**src/rtl/pll_reset_seq.sv**
```systemverilog
// pll_reset_seq: turns the asynchronous PLL LOCK signal into a sequenced,
// active-low core reset. LOCK is synchronized, required to stay high for
// STABLE_CYCLES, then reset is held for HOLD_CYCLES more before release.
// Lock loss while running re-asserts reset and is recorded in lost/loss_cnt.
// Optional watchdog (macro PLL_RESET_SEQ_WATCHDOG_EN) pulses pll_rst when no
// qualified lock is seen for TIMEOUT_CYCLES cycles.
// ready follows sys_rst_n: both are low during reset and high only in RUN.
module pll_reset_seq #(
    parameter int STABLE_CYCLES  = 1024,
    parameter int HOLD_CYCLES    = 16,
    parameter int TIMEOUT_CYCLES = 65536,
    parameter int PLL_RST_CYCLES = 8
) (
    input  logic       clk,
    input  logic       rst_n,
    input  logic       locked,
    input  logic       clear_lost,
    output logic       sys_rst_n,
    output logic       ready,
    output logic       lost,
    output logic [7:0] loss_cnt,
    output logic       pll_rst
);

    // Shared counter covers STABLE, HOLD and PLL_RST phases; it never exceeds max-1.
    localparam int CNT_MAX_SH = (STABLE_CYCLES > HOLD_CYCLES) ? STABLE_CYCLES : HOLD_CYCLES;
    localparam int CNT_MAX    = (CNT_MAX_SH > PLL_RST_CYCLES) ? CNT_MAX_SH : PLL_RST_CYCLES;
    localparam int CW         = (CNT_MAX > 1) ? $clog2(CNT_MAX) : 1;

    localparam logic [2:0] WAIT_LOCK = 3'd0;
    localparam logic [2:0] STABLE    = 3'd1;
    localparam logic [2:0] HOLD      = 3'd2;
    localparam logic [2:0] RUN       = 3'd3;
`ifdef PLL_RESET_SEQ_WATCHDOG_EN
    localparam logic [2:0] PLL_RST   = 3'd4;
    localparam int WDW = ($clog2(TIMEOUT_CYCLES) > 16) ? $clog2(TIMEOUT_CYCLES) : 16;
`endif

    // All cycle counts must be at least one for the sequencing to make sense.
    if (STABLE_CYCLES < 1 || HOLD_CYCLES < 1 || TIMEOUT_CYCLES < 1 || PLL_RST_CYCLES < 1) begin : g_bad_params
        $error("pll_reset_seq: all cycle parameters must be >= 1");
    end

    logic          sync1_reg;
    logic          lock_s;
    logic [2:0]    state_reg;
    logic [2:0]    state_next;
    logic [CW-1:0] cnt_reg;
    logic [CW-1:0] cnt_next;
    logic          sys_rst_n_reg;
    logic          lost_reg;
    logic [7:0]    loss_cnt_reg;
    logic          loss_event;
`ifdef PLL_RESET_SEQ_WATCHDOG_EN
    logic [WDW-1:0] wd_reg;
    logic [WDW-1:0] wd_next;
    logic           pll_rst_reg;
`endif

    // Two-flop synchronizer for the asynchronous LOCK input.
    always_ff @(posedge clk or negedge rst_n) begin
        if (!rst_n) begin
            sync1_reg <= 1'b0;
            lock_s    <= 1'b0;
        end else begin
            sync1_reg <= locked;
            lock_s    <= sync1_reg;
        end
    end

    // Next-state logic; a lock drop anywhere before RUN simply restarts qualification.
    always_comb begin
        state_next = state_reg;
        cnt_next   = cnt_reg;
        case (state_reg)
            WAIT_LOCK: begin
                cnt_next = '0;
                if (lock_s) state_next = STABLE;
            end
            STABLE: begin
                if (!lock_s) begin
                    state_next = WAIT_LOCK;
                    cnt_next   = '0;
                end else if (cnt_reg == CW'(STABLE_CYCLES - 1)) begin
                    state_next = HOLD;
                    cnt_next   = '0;
                end else begin
                    cnt_next = cnt_reg + 1'b1;
                end
            end
            HOLD: begin
                if (!lock_s) begin
                    state_next = WAIT_LOCK;
                    cnt_next   = '0;
                end else if (cnt_reg == CW'(HOLD_CYCLES - 1)) begin
                    state_next = RUN;
                    cnt_next   = '0;
                end else begin
                    cnt_next = cnt_reg + 1'b1;
                end
            end
            RUN: begin
                cnt_next = '0;
                if (!lock_s) state_next = WAIT_LOCK;
            end
`ifdef PLL_RESET_SEQ_WATCHDOG_EN
            PLL_RST: begin
                // lock_s is deliberately ignored while the PLL is being reset.
                if (cnt_reg == CW'(PLL_RST_CYCLES - 1)) begin
                    state_next = WAIT_LOCK;
                    cnt_next   = '0;
                end else begin
                    cnt_next = cnt_reg + 1'b1;
                end
            end
`endif
            default: begin
                state_next = WAIT_LOCK;
                cnt_next   = '0;
            end
        endcase
`ifdef PLL_RESET_SEQ_WATCHDOG_EN
        // Watchdog runs only while lock is not yet qualified and overrides the FSM on expiry.
        wd_next = '0;
        if (state_reg == WAIT_LOCK || state_reg == STABLE) begin
            if (wd_reg == WDW'(TIMEOUT_CYCLES - 1)) begin
                state_next = PLL_RST;
                cnt_next   = '0;
            end else if (state_next != HOLD) begin
                wd_next = wd_reg + 1'b1;
            end
        end
`endif
    end

    assign loss_event = (state_reg == RUN) && !lock_s;

    // State, counters and registered reset outputs.
    always_ff @(posedge clk or negedge rst_n) begin
        if (!rst_n) begin
            state_reg     <= WAIT_LOCK;
            cnt_reg       <= '0;
            sys_rst_n_reg <= 1'b0;
        end else begin
            state_reg     <= state_next;
            cnt_reg       <= cnt_next;
            sys_rst_n_reg <= (state_next == RUN);
        end
    end

    // Loss bookkeeping; a loss in the same cycle as clear_lost counts from zero.
    always_ff @(posedge clk or negedge rst_n) begin
        if (!rst_n) begin
            lost_reg     <= 1'b0;
            loss_cnt_reg <= 8'd0;
        end else if (loss_event) begin
            lost_reg <= 1'b1;
            if (clear_lost)
                loss_cnt_reg <= 8'd1;
            else if (loss_cnt_reg != 8'hFF)
                loss_cnt_reg <= loss_cnt_reg + 8'd1;
        end else if (clear_lost) begin
            lost_reg     <= 1'b0;
            loss_cnt_reg <= 8'd0;
        end
    end

`ifdef PLL_RESET_SEQ_WATCHDOG_EN
    // Watchdog counter and registered PLL reset request.
    always_ff @(posedge clk or negedge rst_n) begin
        if (!rst_n) begin
            wd_reg      <= '0;
            pll_rst_reg <= 1'b0;
        end else begin
            wd_reg      <= wd_next;
            pll_rst_reg <= (state_next == PLL_RST);
        end
    end
    assign pll_rst = pll_rst_reg;
`else
    assign pll_rst = 1'b0;
`endif

    assign sys_rst_n = sys_rst_n_reg;
    assign ready     = sys_rst_n_reg;
    assign lost      = lost_reg;
    assign loss_cnt  = loss_cnt_reg;

endmodule

```
**config.mk**
```make
export PLATFORM = sky130hd
export DESIGN_NAME = pll_reset_seq
export DESIGN_NICKNAME = d
export VERILOG_FILES = /design/src/rtl/pll_reset_seq.sv
export SDC_FILE = /design/constraint.sdc
export NUM_CORES = 1
export LEC_CHECK = 0
export ABC_AREA = 1
export CORE_MARGIN = 10
export CORE_UTILIZATION = 54
export DETAILED_ROUTE_END_ITERATION = 10
export PLACE_DENSITY = 0.83
export SKIP_CTS_REPAIR_TIMING = 1
export SLEW_MARGIN = 20
export SYNTH_ARGS = -nofsm -noshare
export SYNTH_HDL_FRONTEND = slang
export SYNTH_SLANG_ARGS = --single-unit
```
**constraint.sdc**
```tcl
create_clock -name clk -period 1.8 [get_ports clk]
set_clock_uncertainty 0.2 [all_clocks]
set_input_delay 0.18 -clock clk [delete_from_list [all_inputs] [get_ports clk]]
set_output_delay 0.18 -clock clk [all_outputs]
set_load 0.005 [all_outputs]
```
==> results of run 1 <==
[power groups by stage]
stage	registers (mW)	logic, mW	clock network, mW
floorplan	0.581	0.0203	0
global placement	0.581	0.0410	0
detailed placement	0.581	0.0430	0
CTS	0.571	0.0432	0.264
global route	0.572	0.0480	0.282
finish	0.571	0.0424	0.252
[layout make-up]
cell class	instances	area (um2)	area share [%]
clock buffer	3	22.5	1.50
clock inverter	1	5.00	0.332
inverter	28	105	6.98
multi-input combinational	116	566	37.5
sequential	25	626	41.5
tap	28	35.0	2.33
timing repair buffer	15	148	9.80
[cell usage in the layout, fill, tap and decap left out]
cell type	n
nand3_2	1
inv_2	2
nand4_1	3
clkinv_1	1
nor2_1	24
nor2_2	1
xor2_1	4
nand3_1	14
inv_1	25
conb_1	2
clkbuf_4	3
a21oi_1	3
xnor2_1	1
nand2_1	40
nor2_4	1
buf_4	1
clkdlybuf4s50_1	14
o21bai_1	1
o21ai_0	11
dfrtp_1	25
o211ai_1	1
nand2_2	4
nand2_4	1
and2_1	1
ha_1	2
nor3_1	1
clkinv_2	1
[cells by family (layout without fill, tap and decap cells)]
kind of cell    Yosys count  count (layout)  synth area share [%]
compound gates           16              16                  6.51
xor+xnor                  5               5                  3.35
fa+ha+maj                 2               2                  1.91
buf+inv                  30              47                  9.19
flops                    25              25                  47.8
other cells               1               2                 0.287
simple gates             91              91                  30.9
[path summary, 6_finish.rpt]
check                      depth (start not counted)           to  slack [ns]
min in group clk                                   1    sync1_reg        0.08
setup / recovery                                   1  loss_cnt[6]        0.07
hold / removal                                     2  loss_cnt[0]      -0.005
setup reg to reg                                   9  loss_cnt[6]        0.11
max in group asynchronous                          2  loss_cnt[6]        1.16
hold reg to reg                                    0       lock_s        0.17
[routing by layer]
layer	up-vias	wire (um)	track usage (%)
met5	-	0	0
met4	0	62	6.21
met3	8	189	3.57
met2	37	1260	17.9
met1	505	1150	12.3
li1	559	-	-
[metrics by stage]
step | power (mW) | hold slack, ns
3_5_place_dp | 0.624 | 0.140
2_1_floorplan | 0.601 | -0.316
6_report | 0.865 | -0.00480
5_1_grt | 0.902 | 0.0138
3_3_place_gp | 0.622 | 0.139
4_1_cts | 0.878 | 0.00244
[Yosys cell counts, drive strengths merged]
library cell | instances | area share (%)
o21bai | 1 | 0.57
o21ai | 11 | 4.2
nand2 | 45 | 14
o211ai | 1 | 0.57
buf | 2 | 1.1
nor2 | 26 | 8.2
ha | 2 | 1.9
xnor2 | 1 | 0.67
clkinv | 1 | 0.29
inv | 27 | 7.8
xor2 | 4 | 2.7
nand4 | 3 | 1.4
dfrtp | 25 | 48
and2 | 1 | 0.48
nand3 | 15 | 6.1
conb | 1 | 0.29
nor3 | 1 | 0.38
a21oi | 3 | 1.1
==> flow_summary.ini, run 1 <==
[place]
place_ws_ns = 0.132
dp.cells = 212
portBuffers = 14
dp_hpwl_mm = 2.00
place_area_mm2 = 0.00148
place.gp.congestion = 0.915

[power]
p_leak_nw = 0.730
switching_share_pct = 23.3
intPower_uw = 663
switchingPower_uw = 202
p_per_area_mw_per_mm2 = 574
power.share.sequential_pct = 66.0
peakVddDrop_v = 0.000361
clockPowerShare_pct = 29.1
power_frac_comb_pct = 4.9

[setup_path]
path_class = flip-flop to output pin
required_ns = 1.42
critical_path.slowest_cell = clkdlybuf4s50_1
cp_cell_sequence = clkdlybuf4s50_1
start_kind = flip-flop
slowest_delay_ns = 0.56
crit_path_start = loss_cnt[6]
endpoint_kind = output pin
timing.rr.start = loss_cnt[0]
critPathBufInv = 1
critical_path_peak_fanout = 6
cp.arrival_ns = 1.35
critPathTopFamily = buffers and inverters

[flow_run]
drv_cap = 0

[synth]
syn_inst = 170
synth_warnings = 0
synth_cell_type_count = 24
ys_seq_area_share_pct = 47.8
synth_area_per_cell_um2 = 7.69
ys_ff_latch = 25
synthesis.area_mm2 = 0.00131

[timing]
finalHoldViolations = 14
drv_slew = 0
fmax_mhz = 577
finalSetupViolations = 0
grt_setup_unrepaired = false
final.setup.worst_slack_ns = 0.0657
finalSetupTns_ns = 0
whs_ns = -0.00480
finalCriticalPeriod_ns = 1.73
final.period_utilization_pct = 96.3

[clock_tree]
clkTransAtPathRegs_ns = 0.14
clockRootBuffer = clkbuf_4
cts_max_level = 1
cts_tree = yes
clock_latency_ns = 0.32
cts-buffers-inserted = 3
clock_path_buffers = 2
clkSinkCount = 25

[grt]
antenna_found_initial = 0
grt_max_degree = 26
grt_usage_pct = 11.0
grt_pass1_wl_mm = 4.53
grt.overflow.total = 0
grt_pass1_vias = 1087

[layout]
antenna_cells = 0
instances_no_fill = 216
nets = 195
fillers = 191
syn2layout_area_growth_pct = 15.2
fin_util_pct = 66.8
drive_gt1_share_pct = 7.98
largest_reg_flops = 10
post-route-cell-area_mm2 = 0.00151

[floorplan]
initial_core_util_pct = 58.0
core_mm2 = 0.00225
core.rowCount = 17
die_w_um = 69.2
dieArea_mm2 = 0.00479
num_io_pins = 16
dieHeight_um = 69.2

[outcome]
outcome = finished, violations left
violations = negative hold slack

[detailed_routing]
drc = 0
vias_per_cell = 5.13
post_drt_wl_per_cell_um = 12.3
ant_nets = 0
dr.pass1.iters = 7
dr_total_vias = 1109
routed_wl_mm = 2.66
drt_iter0_markers = 90

[hold_path]
hp-class = input port to async pin
(Power assumes the default switching activity.)
==> run 2, diff against run 1 <==
--- a/config.mk
+++ b/config.mk
@@ -10,6 +10,7 @@
 export CORE_UTILIZATION = 54
 export DETAILED_ROUTE_END_ITERATION = 10
 export PLACE_DENSITY = 0.83
+export SETUP_SLACK_MARGIN = 0.02
 export SKIP_CTS_REPAIR_TIMING = 1
 export SLEW_MARGIN = 20
 export SYNTH_ARGS = -nofsm -noshare
==> run 2 against run 1 <==
Against the previous run: the flow still finishes with violations (negative hold slack); worst setup slack better by 0.054 ns; global-route usage stayed put; routed wire length is 0.19% lower; combinational power hardly changed; critical path type unchanged; critical path depth stayed put; sequential share of layout area is 0.45 points lower; largest power group unchanged; final cell count is 0.93% higher; core utilization is 1.0 points higher; highest routed layer unchanged; via count is 2.3% higher; total power is 0.30% lower; flip-flop and latch count stayed put.
==> flow_summary.ini, run 2 (synthesis results as in run 1) <==
[grt]
grt_pass1_wl_mm = 4.53
grt_pass1_vias = 1087
grt.overflow.total = 0
grt_usage_pct = 11.0
antenna_found_initial = 0
grt_max_degree = 26

[floorplan]
dieArea_mm2 = 0.00479
die_w_um = 69.2
dieHeight_um = 69.2
num_io_pins = 16
core.rowCount = 17
initial_core_util_pct = 58.0
core_mm2 = 0.00225

[setup_path]
critPathBufInv = 1
cp.arrival_ns = 1.30
start_kind = flip-flop
path_class = flip-flop to output pin
slowest_delay_ns = 0.53
required_ns = 1.42
critPathTopFamily = buffers and inverters
critical_path.slowest_cell = clkdlybuf4s50_1
critical_path_peak_fanout = 6
cp_cell_sequence = clkdlybuf4s50_1
endpoint_kind = output pin

[power]
power_uw = 863
peakVddDrop_v = 0.000361
p_leak_nw = 0.738
p_per_area_mw_per_mm2 = 564

[layout]
post-route-cell-area_mm2 = 0.00153
fin_util_pct = 67.8
nets = 197
syn2layout_area_growth_pct = 16.9
largest_reg_flops = 10
final_common_cell = nand2_1
instances_no_fill = 218
drive_gt1_share_pct = 10.5
layout_common_cells = nand2_1 (40), inv_1 (25), nor2_1 (24)
antenna_cells = 0

[timing]
drv_slew = 0
finalSetupTns_ns = 0
finalCriticalPeriod_ns = 1.68
whs_ns = -0.00155
fmax_mhz = 595
grt_setup_unrepaired = false
finalHoldViolations = 1
final.setup.worst_slack_ns = 0.119
final.period_utilization_pct = 93.4
finalSetupViolations = 0

[detailed_routing]
vias_per_cell = 5.20
routed_wl_mm = 2.65
dr.pass1.iters = 5
ant_nets = 0
drt-met1-wl_mm = 1.15
dr_wl_met3_um = 166
wl_met2_mm = 1.27
top_layer_used = met4
drt_iter0_markers = 79
dr_total_vias = 1134
post_drt_wl_per_cell_um = 12.2
drc = 0

[place]
portBuffers = 14
place_ws_ns = 0.132
dp_hpwl_mm = 2.00
place.gp.congestion = 0.915
dp.cells = 212
place_area_mm2 = 0.00148

[clock_tree]
clkSinkCount = 25
cts_max_level = 1
clockRootBuffer = clkbuf_4
clock_path_buffers = 2
clock_latency_ns = 0.32
cts_tree = yes
clkTransAtPathRegs_ns = 0.14
cts-buffers-inserted = 3

[outcome]
violations = negative hold slack
outcome = finished, violations left

[hold_path]
hp-class = input port to async pin

[flow_run]
drv_cap = 0
run 2: cell types whose count changed in the layout (fill, tap and decap cells not counted):
cell,previous run,this run
dfrtp_1,25,23
buf_4,1,3
dfrtp_2,0,2
nand3_1,14,13
nand3_2,1,2
run 2: power by group:
group | switching [mW] | total, mW | leakage, nW | internal, mW
registers | 0.00404 | 0.571 | 0.338 | 0.567
logic | 0.0291 | 0.0423 | 0.382 | 0.0132
clock network | 0.166 | 0.250 | 0.0177 | 0.0832
total | 0.199 | 0.863 | 0.738 | 0.663
run 2: area by class of cell:
| cell class | instances | area [um2] |
|---|---|---|
| fillers | 187 | 726 |
| flip-flops and latches | 25 | 628 |
| multi-input cells | 116 | 571 |
| repair buffers | 17 | 163 |
| inverters | 28 | 105 |
| well taps | 28 | 35.0 |
| clock buffers | 3 | 22.5 |
| clock inverters | 1 | 5.00 |
run 2: worst paths after layout:
check / from / to / slack (ns) / cells after the start
worst max-delay path: loss_cnt[5] / loss_cnt[5] / 0.12 / 1
worst min-delay path: rst_n / loss_cnt[0] / -0.002 / 2
worst max register to register: loss_cnt[0] / loss_cnt[6] / 0.13 / 9
worst min register to register: sync1_reg / lock_s / 0.17 / 0
max in group asynchronous: rst_n / loss_cnt[6] / 1.13 / 2
min in group clk: locked / sync1_reg / 0.08 / 1
run 2: per-layer routing:
layer  up-vias  global-route usage, %
met5         -                      0
met4         0                   6.21
met3         8                   3.57
met2        36                   17.9
met1       527                   12.3
li1        563                      -
==> run 3, diff against run 2 <==
--- a/config.mk
+++ b/config.mk
@@ -9,6 +9,7 @@
 export CORE_MARGIN = 10
 export CORE_UTILIZATION = 54
 export DETAILED_ROUTE_END_ITERATION = 10
+export HOLD_SLACK_MARGIN = 0.03
 export PLACE_DENSITY = 0.83
 export SETUP_SLACK_MARGIN = 0.02
 export SKIP_CTS_REPAIR_TIMING = 1
==> run 3 against run 2 <==
Against the previous run: the run now ends clean; sequential power about the same; worst setup slack lost 0.00084 ns; combinational power grew 4%; register-to-register slack about the same.
==> flow_summary.ini, run 3 (synthesis results as in run 1) <==
[timing]
finalSetupTns_ns = 0
finalCriticalPeriod_ns = 1.68
fmax_mhz = 595
drv_slew = 0
finalSetupViolations = 0
final.period_utilization_pct = 93.4
finalHoldViolations = 0
grt_setup_unrepaired = false
whs_ns = 0.0840

[detailed_routing]
routed_wl_mm = 2.66
ant_nets = 0
vias_per_cell = 5.16
dr.pass1.iters = 5
dr_total_vias = 1130
post_drt_wl_per_cell_um = 12.1
drc = 0
drt_iter0_markers = 113

[clock_tree]
cts_max_level = 1
clock_path_buffers = 2
cts_tree = yes
clock_latency_ns = 0.32
clockRootBuffer = clkbuf_4
cts-buffers-inserted = 3
clkTransAtPathRegs_ns = 0.14
clkSinkCount = 25

[layout]
syn2layout_area_growth_pct = 17.7
drive_gt1_share_pct = 10.5
antenna_cells = 0
nets = 198
instances_no_fill = 219
largest_reg_flops = 10
layout_common_cells = nand2_1 (40), inv_1 (25), nor2_1 (24)
final_common_cell = nand2_1
fin_util_pct = 68.3

[setup_path]
reg2regPathDepth = 9
required_ns = 1.42
endpoint_kind = output pin
slowest_delay_ns = 0.53
worstSetupEndpoint = loss_cnt[5]
critPathBufInv = 1
cp.arrival_ns = 1.30
critical_path.slowest_cell = clkdlybuf4s50_1
r2r-end = loss_cnt[6]
critical_path_peak_fanout = 6
start_kind = flip-flop
path_class = flip-flop to output pin
r2r_setup_slack_ns = 0.13
timing.rr.start = loss_cnt[0]
cp.depth = 1
critPathTopFamily = buffers and inverters
crit_path_start = loss_cnt[5]
cp_cell_sequence = clkdlybuf4s50_1

[floorplan]
core.rowCount = 17
dieArea_mm2 = 0.00479
die_w_um = 69.2
num_io_pins = 16
dieHeight_um = 69.2
initial_core_util_pct = 58.0
core_mm2 = 0.00225

[grt]
grt_usage_pct = 11.0
antenna_found_initial = 0
grt_pass1_vias = 1087
grt.overflow.total = 0
grt_max_degree = 26
grt_pass1_wl_mm = 4.53

[outcome]
outcome = complete, no violations

[place]
dp.cells = 212
place.gp.congestion = 0.915
portBuffers = 14
dp_hpwl_mm = 2.00

[hold_path]
hp-class = input port to flip-flop

[power]
peakVddDrop_v = 0.000363
p_leak_nw = 0.742
p_per_area_mw_per_mm2 = 562

[flow_run]
drv_cap = 0
run 3: cell types whose count changed in the layout (fill, tap and decap cells not counted), sizes merged:
cell,before,now
dlygate4sd3,0,1
run 3: power by group:
group	switching, mW	total, mW	internal [mW]
logic	0.0293	0.0439	0.0147
clock network	0.167	0.250	0.0832
registers	0.00400	0.571	0.567
run 3: cell type report:
cell class	count	area [um2]
timing repair buffer	18	173
inverter	28	105
clock inverter	1	5.00
clock buffer	3	22.5
fill	186	716
sequential	25	628
tap	28	35.0
multi-input combinational	116	571
run 3: per-layer routing:
layer | vias up | wire [um] | GRT usage, %
met5 | - | 0 | 0
met3 | 6 | 171 | 3.57
met1 | 528 | 1160 | 12.3
met4 | 0 | 54 | 6.21
li1 | 566 | - | -
met2 | 30 | 1280 | 17.9
run 3: worst min path at each step:
stage / from / endpoint / slack [ns] / cells after the start
after CTS: rst_n / state_reg[0] / 0.002 / 2
after global placement: sync1_reg / lock_s / 0.14 / 0
final: locked / sync1_reg / 0.08 / 1
after floorplan: rst_n / cnt_reg[0] / -0.32 / 0
after detailed placement: sync1_reg / lock_s / 0.14 / 0
after global routing: locked / sync1_reg / 0.06 / 1
run 3: per-stage QoR:
stage | total power, mW | cell area (um2) | setup slack (ns)
floorplan | 0.601 | 1310 | 0.323
global placement | 0.622 | 1480 | 0.209
detailed placement | 0.624 | 1480 | 0.132
CTS | 0.878 | 1510 | 0.0570
global route | 0.904 | 1540 | 0.0274
finish | 0.865 | 1540 | 0.119
